### src/rtl/mac_cluster_stream.sv
// mac_cluster_stream
//   LANES independent MAC_MIN_WIDTH x MAC_MIN_WIDTH multiply(-accumulate) lanes
//   behind valid/ready handshakes. A config handshake loads the mode, the vector
//   length and the per-lane initial accumulators. In MAC mode each lane sums
//   len products, emits one result word and re-arms to its initial value. In
//   MUL mode every accepted beat produces one result word of plain products.
//
// Ports
//   clk, rst_n             clock (rising edge), asynchronous active-low reset
//   cfg_valid/cfg_ready    config handshake; cfg_mode[0] 1=MAC 0=MUL,
//                          cfg_mode[1] 1=signed 0=unsigned
//   cfg_len                products per result in MAC mode (0 behaves as 1)
//   cfg_init               initial accumulator per lane, lane 0 in LSBs
//   in_valid/in_ready      operand beat handshake
//   in_a, in_b             per-lane operands, lane 0 in LSBs
//   out_valid/out_ready    result handshake
//   out_data               per-lane results, lane 0 in LSBs

module mac_cluster_stream #(
    parameter int LANES         = 4,
    parameter int MAC_MIN_WIDTH = 8,
    parameter int MAC_ACC_WIDTH = 32,
    parameter int LEN_WIDTH     = 8,
    parameter bit SATURATE      = 1'b0
) (
    input  logic                             clk,
    input  logic                             rst_n,
    input  logic                             cfg_valid,
    output logic                             cfg_ready,
    input  logic [1:0]                       cfg_mode,
    input  logic [LEN_WIDTH-1:0]             cfg_len,
    input  logic [LANES*MAC_ACC_WIDTH-1:0]   cfg_init,
    input  logic                             in_valid,
    output logic                             in_ready,
    input  logic [LANES*MAC_MIN_WIDTH-1:0]   in_a,
    input  logic [LANES*MAC_MIN_WIDTH-1:0]   in_b,
    output logic                             out_valid,
    input  logic                             out_ready,
    output logic [LANES*MAC_ACC_WIDTH-1:0]   out_data
);

    localparam int MW = MAC_MIN_WIDTH;
    localparam int AW = MAC_ACC_WIDTH;
    localparam int PW = 2 * MAC_MIN_WIDTH;

    localparam logic [AW-1:0] SMAX = {1'b0, {(AW-1){1'b1}}};
    localparam logic [AW-1:0] SMIN = {1'b1, {(AW-1){1'b0}}};

    typedef enum logic {
        IDLE = 1'b0,
        RUN  = 1'b1
    } state_t;

    state_t                   state_q, state_d;
    logic [1:0]               mode_q;
    logic [LEN_WIDTH-1:0]     len_q;
    logic [LEN_WIDTH-1:0]     count_q;
    logic [LANES*AW-1:0]      init_q;
    logic [LANES*AW-1:0]      acc_q;
    logic                     out_valid_q;
    logic [LANES*AW-1:0]      out_data_q;

    logic                     mac_mode;
    logic                     sgn;
    logic                     cfg_fire;
    logic                     in_fire;
    logic [LEN_WIDTH-1:0]     len_last;
    logic [LANES*AW-1:0]      prod_ext;
    logic [LANES*AW-1:0]      sum;

    assign mac_mode = mode_q[0];
    assign sgn      = mode_q[1];

    // Index of the final beat of a vector; a length of zero behaves as one.
    assign len_last = (len_q == '0) ? '0 : len_q - 1'b1;

    // A config word is only taken between vectors with no result outstanding,
    // and it takes priority over an operand beat in the same cycle.
    assign cfg_ready = (count_q == '0) && !out_valid_q;
    assign cfg_fire  = cfg_valid && cfg_ready;
    assign in_ready  = (state_q == RUN) && (!out_valid_q || out_ready) && !cfg_fire;
    assign in_fire   = in_valid && in_ready;

    assign out_valid = out_valid_q;
    assign out_data  = out_data_q;

    for (genvar l = 0; l < LANES; l++) begin : g_lane
        logic [MW-1:0]        a, b;
        logic signed [PW-1:0] p_s;
        logic [PW-1:0]        p_u;
        logic [AW-1:0]        p_ext;
        logic [AW-1:0]        acc;
        logic [AW:0]          sum_wide;
        logic                 acc_x, p_x;
        logic [AW-1:0]        sum_lane;

        assign a   = in_a[l*MW +: MW];
        assign b   = in_b[l*MW +: MW];
        assign acc = acc_q[l*AW +: AW];

        // Operands are widened to the full product width first so the
        // multiply keeps every product bit.
        assign p_s = $signed({{MW{a[MW-1]}}, a}) * $signed({{MW{b[MW-1]}}, b});
        assign p_u = {{MW{1'b0}}, a} * {{MW{1'b0}}, b};

        assign p_ext = sgn ? AW'(p_s) : AW'(p_u);

        // One guard bit: a sign copy in signed mode, zero in unsigned mode,
        // so the top bit of sum_wide exposes overflow either way.
        assign acc_x    = sgn & acc[AW-1];
        assign p_x      = sgn & p_ext[AW-1];
        assign sum_wide = {acc_x, acc} + {p_x, p_ext};

        // NOTE: every signal written in always_comb gets a default first, so
        // no path leaves it unassigned and no latch is inferred.
        always_comb begin
            sum_lane = sum_wide[AW-1:0];
            if (SATURATE) begin
                if (sgn && (sum_wide[AW] != sum_wide[AW-1])) begin
                    sum_lane = sum_wide[AW] ? SMIN : SMAX;
                end else if (!sgn && sum_wide[AW]) begin
                    sum_lane = '1;
                end
            end
        end

        assign prod_ext[l*AW +: AW] = p_ext;
        assign sum[l*AW +: AW]      = sum_lane;
    end

    always_comb begin
        state_d = state_q;
        if (cfg_fire) begin
            state_d = RUN;
        end
    end

    // NOTE: sequential state is updated with non-blocking assignments so every
    // register samples pre-edge values regardless of statement order.
    always_ff @(posedge clk or negedge rst_n) begin
        // NOTE: the design holds only control and datapath registers (no
        // memories), so all of them are cleared by reset; this also drops any
        // partial sum and pending result.
        if (!rst_n) begin
            state_q     <= IDLE;
            mode_q      <= '0;
            len_q       <= '0;
            init_q      <= '0;
            acc_q       <= '0;
            count_q     <= '0;
            out_valid_q <= 1'b0;
            out_data_q  <= '0;
        end else begin
            state_q <= state_d;

            // A completing beat below overrides this, giving back-to-back
            // results with no bubble.
            if (out_valid_q && out_ready) begin
                out_valid_q <= 1'b0;
            end

            if (cfg_fire) begin
                mode_q  <= cfg_mode;
                len_q   <= cfg_len;
                init_q  <= cfg_init;
                acc_q   <= cfg_init;
                count_q <= '0;
            end else if (in_fire) begin
                if (!mac_mode) begin
                    out_data_q  <= prod_ext;
                    out_valid_q <= 1'b1;
                    acc_q       <= '0;
                    count_q     <= '0;
                end else if (count_q == len_last) begin
                    out_data_q  <= sum;
                    out_valid_q <= 1'b1;
                    acc_q       <= init_q;
                    count_q     <= '0;
                end else begin
                    acc_q   <= sum;
                    count_q <= count_q + 1'b1;
                end
            end
        end
    end

endmodule

### config.mk
export PLATFORM = sky130hd
export DESIGN_NAME = mac_cluster_stream
export DESIGN_NICKNAME = d
export VERILOG_FILES = /design/src/rtl/mac_cluster_stream.sv
export SDC_FILE = /design/constraint.sdc
export NUM_CORES = 2
export LEC_CHECK = 0
export ABC_AREA = 1
export CAP_MARGIN = 20
export CORE_MARGIN = 2
export CORE_UTILIZATION = 35
export CTS_CLUSTER_SIZE = 10
export DETAILED_ROUTE_END_ITERATION = 7
export GPL_ROUTABILITY_DRIVEN = 0
export HOLD_SLACK_MARGIN = 0.08
export SETUP_SLACK_MARGIN = 0.2
export SYNTH_ARGS = -nofsm -noshare
export SYNTH_HDL_FRONTEND = slang
export SYNTH_SLANG_ARGS = --single-unit
### constraint.sdc
create_clock -name clk -period 3.6 [get_ports clk]
set_input_delay 0.72 -clock clk [delete_from_list [all_inputs] [get_ports clk]]
set_output_delay 0.72 -clock clk [all_outputs]
set_load 0.01 [all_outputs]
After elaboration in Yosys (flattened, before gate mapping)

Index checks and enable logic that the tools add are counted.

Add/sub/neg operators: 6
Multiply operators: 8
Equality and inequality tests: 2
Multiplexer cells: 20
Bitwise logic cells: 1
Reduce and logical (&&, ||, !) cells: 13

Operator list:

| kind                | count |
|---|---|
| $mux 128            | 6 |
| $add 32x32->32      | 4 |
| $mul 8x8->16        | 8 |
| $mux 32             | 4 |
| $mux 8              | 5 |
| $logic_not 8->1     | 2 |
| $add 8x1->8 const B | 1 |
| $eq 8x8->1          | 1 |
| $sub 8x1->8 const B | 1 |
| $logic_and 1x1->1   | 6 |
| $mux 1              | 5 |
| $reduce_and 3->1    | 1 |
| $logic_not 1->1     | 2 |
| $ne 2x1->1 const B  | 1 |
| $reduce_bool 2->1   | 1 |
| $logic_or 1x1->1    | 1 |
| $not 1->1           | 1 |

Bits in registers: 404
Input port bits: 207

Logic depth before layout (Yosys ltp)

Depth after elaboration: 8
Mapped depth: 37
Depth with buffers taken out: 36

Least setup slack after synthesis

No wires, ideal clock.

Path kind: input -> register
Start: input in_b[7]
End: register acc_q[22]
Setup time: 124 ps
Arrival time: 6250 ps
Slack: -2774 ps
Cell stages on the path: 27
Buffers on the path: 1
Path through: clkbuf_1 -> inv_1 -> or2_2 -> fa_1 -> fa_1 -> inv_1 -> fa_1 -> inv_1 -> fa_1 -> inv_1 -> ha_1 -> nand2_1 -> nor2_1 -> nand3_1 -> inv_1 -> nor2_1 -> nand2_1 -> nand2_1 -> nor2_1 -> ha_1 -> a21o_1 -> o21bai_1 -> a21oi_1 -> nand3_1 -> or2_2 -> a21oi_1 -> o21bai_1

Longest elaborated chain between the ends: 7

RTL lines:

| element                         | line     | source |
|---|---|---|
| from (decl)                     | 36       | `input logic [LANES*MAC_MIN_WIDTH-1:0] in_b,` |
| $mul 8x8->16 (on tied branches) | 104, 103 |  |
| $mux 32 (*)                     | 106      | `assign p_ext = sgn ? AW'(p_s) : AW'(p_u);` |
| $add 32x32->32 (*)              | 112      | `assign sum_wide = {acc_x, acc} + {p_x, p_ext};` |
| $mux 128 (*)                    | 174      | `end else if (count_q == len_last) begin` |
| $mux 128 (*)                    | 169      | `if (!mac_mode) begin` |
| $mux 128 (*)                    | 168      | `end else if (in_fire) begin` |
| $mux 128 (*)                    | 162      | `if (cfg_fire) begin` |
| to (signal assigned)            | 166      | `acc_q <= cfg_init;` |
| to (signal assigned)            | 177      | `acc_q <= init_q;` |
| to (signal assigned)            | 180      | `acc_q <= sum;` |
| to (decl)                       | 59       | `logic [LANES*AW-1:0] acc_q;` |

Mark *: on every way between the ends. The rest lies on a longest branch, timed or not. The select of a mux whose other input is x is not followed.
A chain may end at the register's enable or synchronous reset.

Worst setup path after layout

Start: input in_a[19]
End: register out_data_q[83] (netlist: out_data[83])

Longest elaborated chain between the ends: 5

RTL lines:

| element                         | line     | source |
|---|---|---|
| from (decl)                     | 35       | `input logic [LANES*MAC_MIN_WIDTH-1:0] in_a,` |
| $mul 8x8->16 (on tied branches) | 104, 103 |  |
| $mux 32 (*)                     | 106      |  |
| $add 32x32->32                  | 112      |  |
| $mux 128                        | 174      |  |
| $mux 128 (*)                    | 169      |  |
| to (signal assigned)            | 170      | `out_data_q <= prod_ext;` |
| to (signal assigned)            | 175      | `out_data_q <= sum;` |
| to (decl)                       | 61       | `logic [LANES*AW-1:0] out_data_q;` |

Marked as above.

==> impl_metrics.sql <==
INSERT INTO impl_metrics (metric_group, metric, value, unit) VALUES
('status', 'failing_checks', 'setup timing', ''),
('cells_and_area', 'drive_gt1_share', '31.9', '%'),
('power_and_ir_drop', 'power_frac_comb', '85.7', '%'),
('floorplanning', 'fp.dieArea', '0.130', 'mm²'),
('clocking', 'cts_htree_levels', '2', ''),
('global_routing', 'global_route.usage.met3', '2.59', '%'),
('drt', 'wire_length_per_cell', '17.4', 'µm'),
('hold_path', 'hp-class', 'input pin to asynchronous set/reset pin', ''),
('clocking', 'cts_buffers', '48', ''),
('global_routing', 'grt.met1_usage', '35.8', '%'),
('sta', 'rsz0062_at_grt', 'yes', ''),
('sta', 'timing_hold_violations_final', '0', ''),
('floorplanning', 'die_x', '360', 'µm'),
('clocking', 'clockRootBuffer', 'clkbuf_16', ''),
('setup_path', 'critical_path_class', 'input pin to flop', ''),
('drt', 'drt.antenna.violating_nets', '0', ''),
('power_and_ir_drop', 'p_leak', '34.7', 'nW'),
('floorplanning', 'floorplan.initialDensity', '35.3', '%'),
('floorplanning', 'std_cell_rows', '130', ''),
('global_routing', 'global_route.usage.met2', '35.9', '%'),
('yosys', 'synth_nets', '7215', ''),
('global_routing', 'grt_usage', '23.8', '%'),
('sta', 'post-route-min-period', '5.86', 'ns'),
('sta', 'slew_viols_final', '0', ''),
('drt', 'drt-pass1-iter-count', '6', ''),
('power_and_ir_drop', 'sequentialPowerShare', '7.1', '%'),
('cells_and_area', 'diodes', '0', ''),
('place', 'place_ws', '-3.56', 'ns'),
('floorplanning', 'design.portCount', '338', ''),
('cells_and_area', 'area_growth_from_synthesis_to_layout', '47.8', '%'),
('clocking', 'clock_sink_count', '404', ''),
('setup_path', 'kind_of_end_point_of_the_critical_path', 'flop', ''),
('place', 'port_buffers', '337', ''),
('yosys', 'syn_area_cell', '7.05', 'µm²'),
('floorplanning', 'die_height', '360', 'µm'),
('yosys', 'post-synth-top-area-cell', 'dfrtp_1', ''),
('power_and_ir_drop', 'power_report.internal_total', '33.0', 'mW'),
('global_routing', 'global_route_hottest_layer', 'met2', ''),
('sta', 'setup_viol_count_final', '230', ''),
('place', 'place_hpwl', '122000', 'µm'),
('power_and_ir_drop', 'power.ir.vdd_worst', '0.779', 'mV'),
('yosys', 'post-synth-top-area-fraction', '22.8', '%'),
('clocking', 'clock_tree_from_tritoncts', 'yes', ''),
('power_and_ir_drop', 'switching_share_of_total_power', '48.6', '%'),
('global_routing', 'grt_first_pass_wirelength', '248000', 'µm'),
('yosys', 'synth-seq-area-share', '22.8', '%'),
('place', 'place_area', '0.0581', 'mm²'),
('status', 'result_of_the_run', 'finished, violations left', ''),
('global_routing', 'antenna_violations_before_repair', '2', ''),
('yosys', 'postSynthRegisterBits', '404', ''),
('setup_path', 'critPathRequiredTime', '4.13', 'ns'),
('clocking', 'clkSlewWorstSetupHoldPaths', '0.05', 'ns'),
('clocking', 'cts_hold_repair.buffers', '0', ''),
('yosys', 'yosysWarningCount', '0', ''),
('drt', 'drc', '0', ''),
('global_routing', 'first_global_vias', '44800', ''),
('setup_path', 'critPathLaunchType', 'input pin', ''),
('cells_and_area', 'num-nets-final', '8441', ''),
('setup_path', 'timing.critical_path.slowest_stage_cell', 'fa_1', ''),
('yosys', 'yosysUniqueCellTypes', '45', ''),
('power_and_ir_drop', 'powerDensity', '978', 'mW/mm²'),
('sta', 'post_route_worst_setup_slack', '-2.26', 'ns'),
('setup_path', 'worst-path-max-fanout', '6', ''),
('sta', 'fmax', '171', 'MHz'),
('sta', 'worst_clock_skew', '0.0405', 'ns'),
('drt', 'finalWirelength', '160000', 'µm'),
('setup_path', 'max_stage_delay', '0.57', 'ns'),
('global_routing', 'pin_count_of_the_biggest_net_entering_global_routing', '215', ''),
('yosys', 'number_of_cells_produced_by_synthesis', '6305', ''),
('global_routing', 'grt_overflow', '0', ''),
('drt', 'viasPerCell', '4.94', '');
==> worst max-delay path: cells and delay by family <==
family,cells,cell delay [ns]
AO/OA/AOI/OAI,9,1.46
AND/OR/NAND/NOR,6,0.55
adder cells (fa/ha/maj),6,2.66
buffers and inverters,10,0.88
XOR/XNOR,1,0.15
==> final cells by class <==
cell class / count / area, µm² / area share, %
Multi-Input combinational cell: 4450 / 35300 / 53.7
Timing Repair Buffer: 1391 / 12100 / 18.4
Sequential cell: 404 / 10100 / 15.4
Inverter: 1233 / 4730 / 7.20
Tap cell: 1650 / 2060 / 3.14
Clock buffer: 62 / 1320 / 2.00
Clock inverter: 5 / 82.6 / 0.126
Timing Repair inverter: 3 / 41.3 / 0.0629
==> state kept, by name, indices dropped and copies added (netlist names) <==
| name | cells |
|---|---|
| len_q | 8 |
| out_valid | 1 |
| init_q | 128 |
| out_data | 128 |
| mode_q | 2 |
| acc_q | 128 |
| count_q | 8 |
| state_q | 1 |
==> metal layers <==
layer,wire (µm),share of wire (%)
met2,68800,43
met1,76700,48
met4,5010,3.1
met3,9200,5.8
met5,0,0
==> metrics by stage <==
stage                     total power, mW  cells  hold WS, ns  util (%)  TNS (ns)
after floorplan                      28.9   6305        0.424         -   -394.12
after global placement               45.0   8960        0.452      46.2   -686.41
after detailed placement             45.4   8960        0.461      46.2   -695.53
after CTS                            56.0   9104        0.145      49.5   -447.86
after global routing                 68.6   9198        0.151      52.2   -484.91
final                                64.2   9198       0.0895      52.2   -430.23
==> cells in the mapped netlist (all sizes together), types with 53 or more instances <==
cell,number
ha,359
o21bai,67
or2,53
fa,344
xnor2,65
nand2,1792
buf,67
o21ai,462
dfrtp,404
nand3,243
clkbuf,151
nor2,366
a21oi,391
xor2,59
inv,1232
==> power groups by stage <==
stage	logic, mW	clock network [mW]	registers (mW)
floorplan	24.3	0	4.63
global placement	40.4	0	4.62
detailed placement	40.7	0	4.62
CTS	46.7	4.75	4.54
global route	59.2	4.92	4.54
finish	55.1	4.64	4.54
==> cell usage in the layout (no fill, tap or decap), types with 149 or more instances in the layout <==
cell type        Yosys  final
nand3_1            242    149
a21oi_2             10    151
nor2_1             357    217
o21ai_0            447    315
clkdlybuf4s50_1      0    272
nand2_2              6    154
dfrtp_1            404    402
a21oi_1            381    191
inv_1             1221   1063
nand2_1           1786   1556
fa_1               344    315
ha_1               359    213
buf_4               13    906
==> path summary, 6_finish.rpt <==
check / startpoint / endpoint / slack, ns / cells after the start
worst max register to register: mode_q[1] / acc_q[126] / 0.22 / 17
min in group clk: init_q[51] / init_q[51] / 0.47 / 2
worst max-delay path: in_a[19] / out_data[83] / -2.26 / 32
max in group asynchronous: rst_n / init_q[37] / 2.54 / 2
worst min register to register: init_q[51] / init_q[51] / 0.47 / 2
worst min-delay path: rst_n / acc_q[90] / 0.09 / 1
==> timing repair <==
item / in CTS / in global routing
setup endpoints to repair: 232 / 237
pin swaps: 328 / 380
gates resized for setup: 749 / 748
setup buffers: 73 / 94
cloned: 4 / 0
==> cell families after synthesis <==
| kind of cell | synth area share (%) |
|---|---|
| adder cells (fa/ha/maj) | 25.6 |
| flip-flops | 22.8 |
| buffers and inverters | 12.7 |
| multiplexers | 0.0676 |
| XOR/XNOR | 2.44 |
| AND/OR/NAND/NOR | 23.4 |
| AO/OA/AOI/OAI | 13.0 |
No activity file was read; power rests on OpenSTA's default activity.
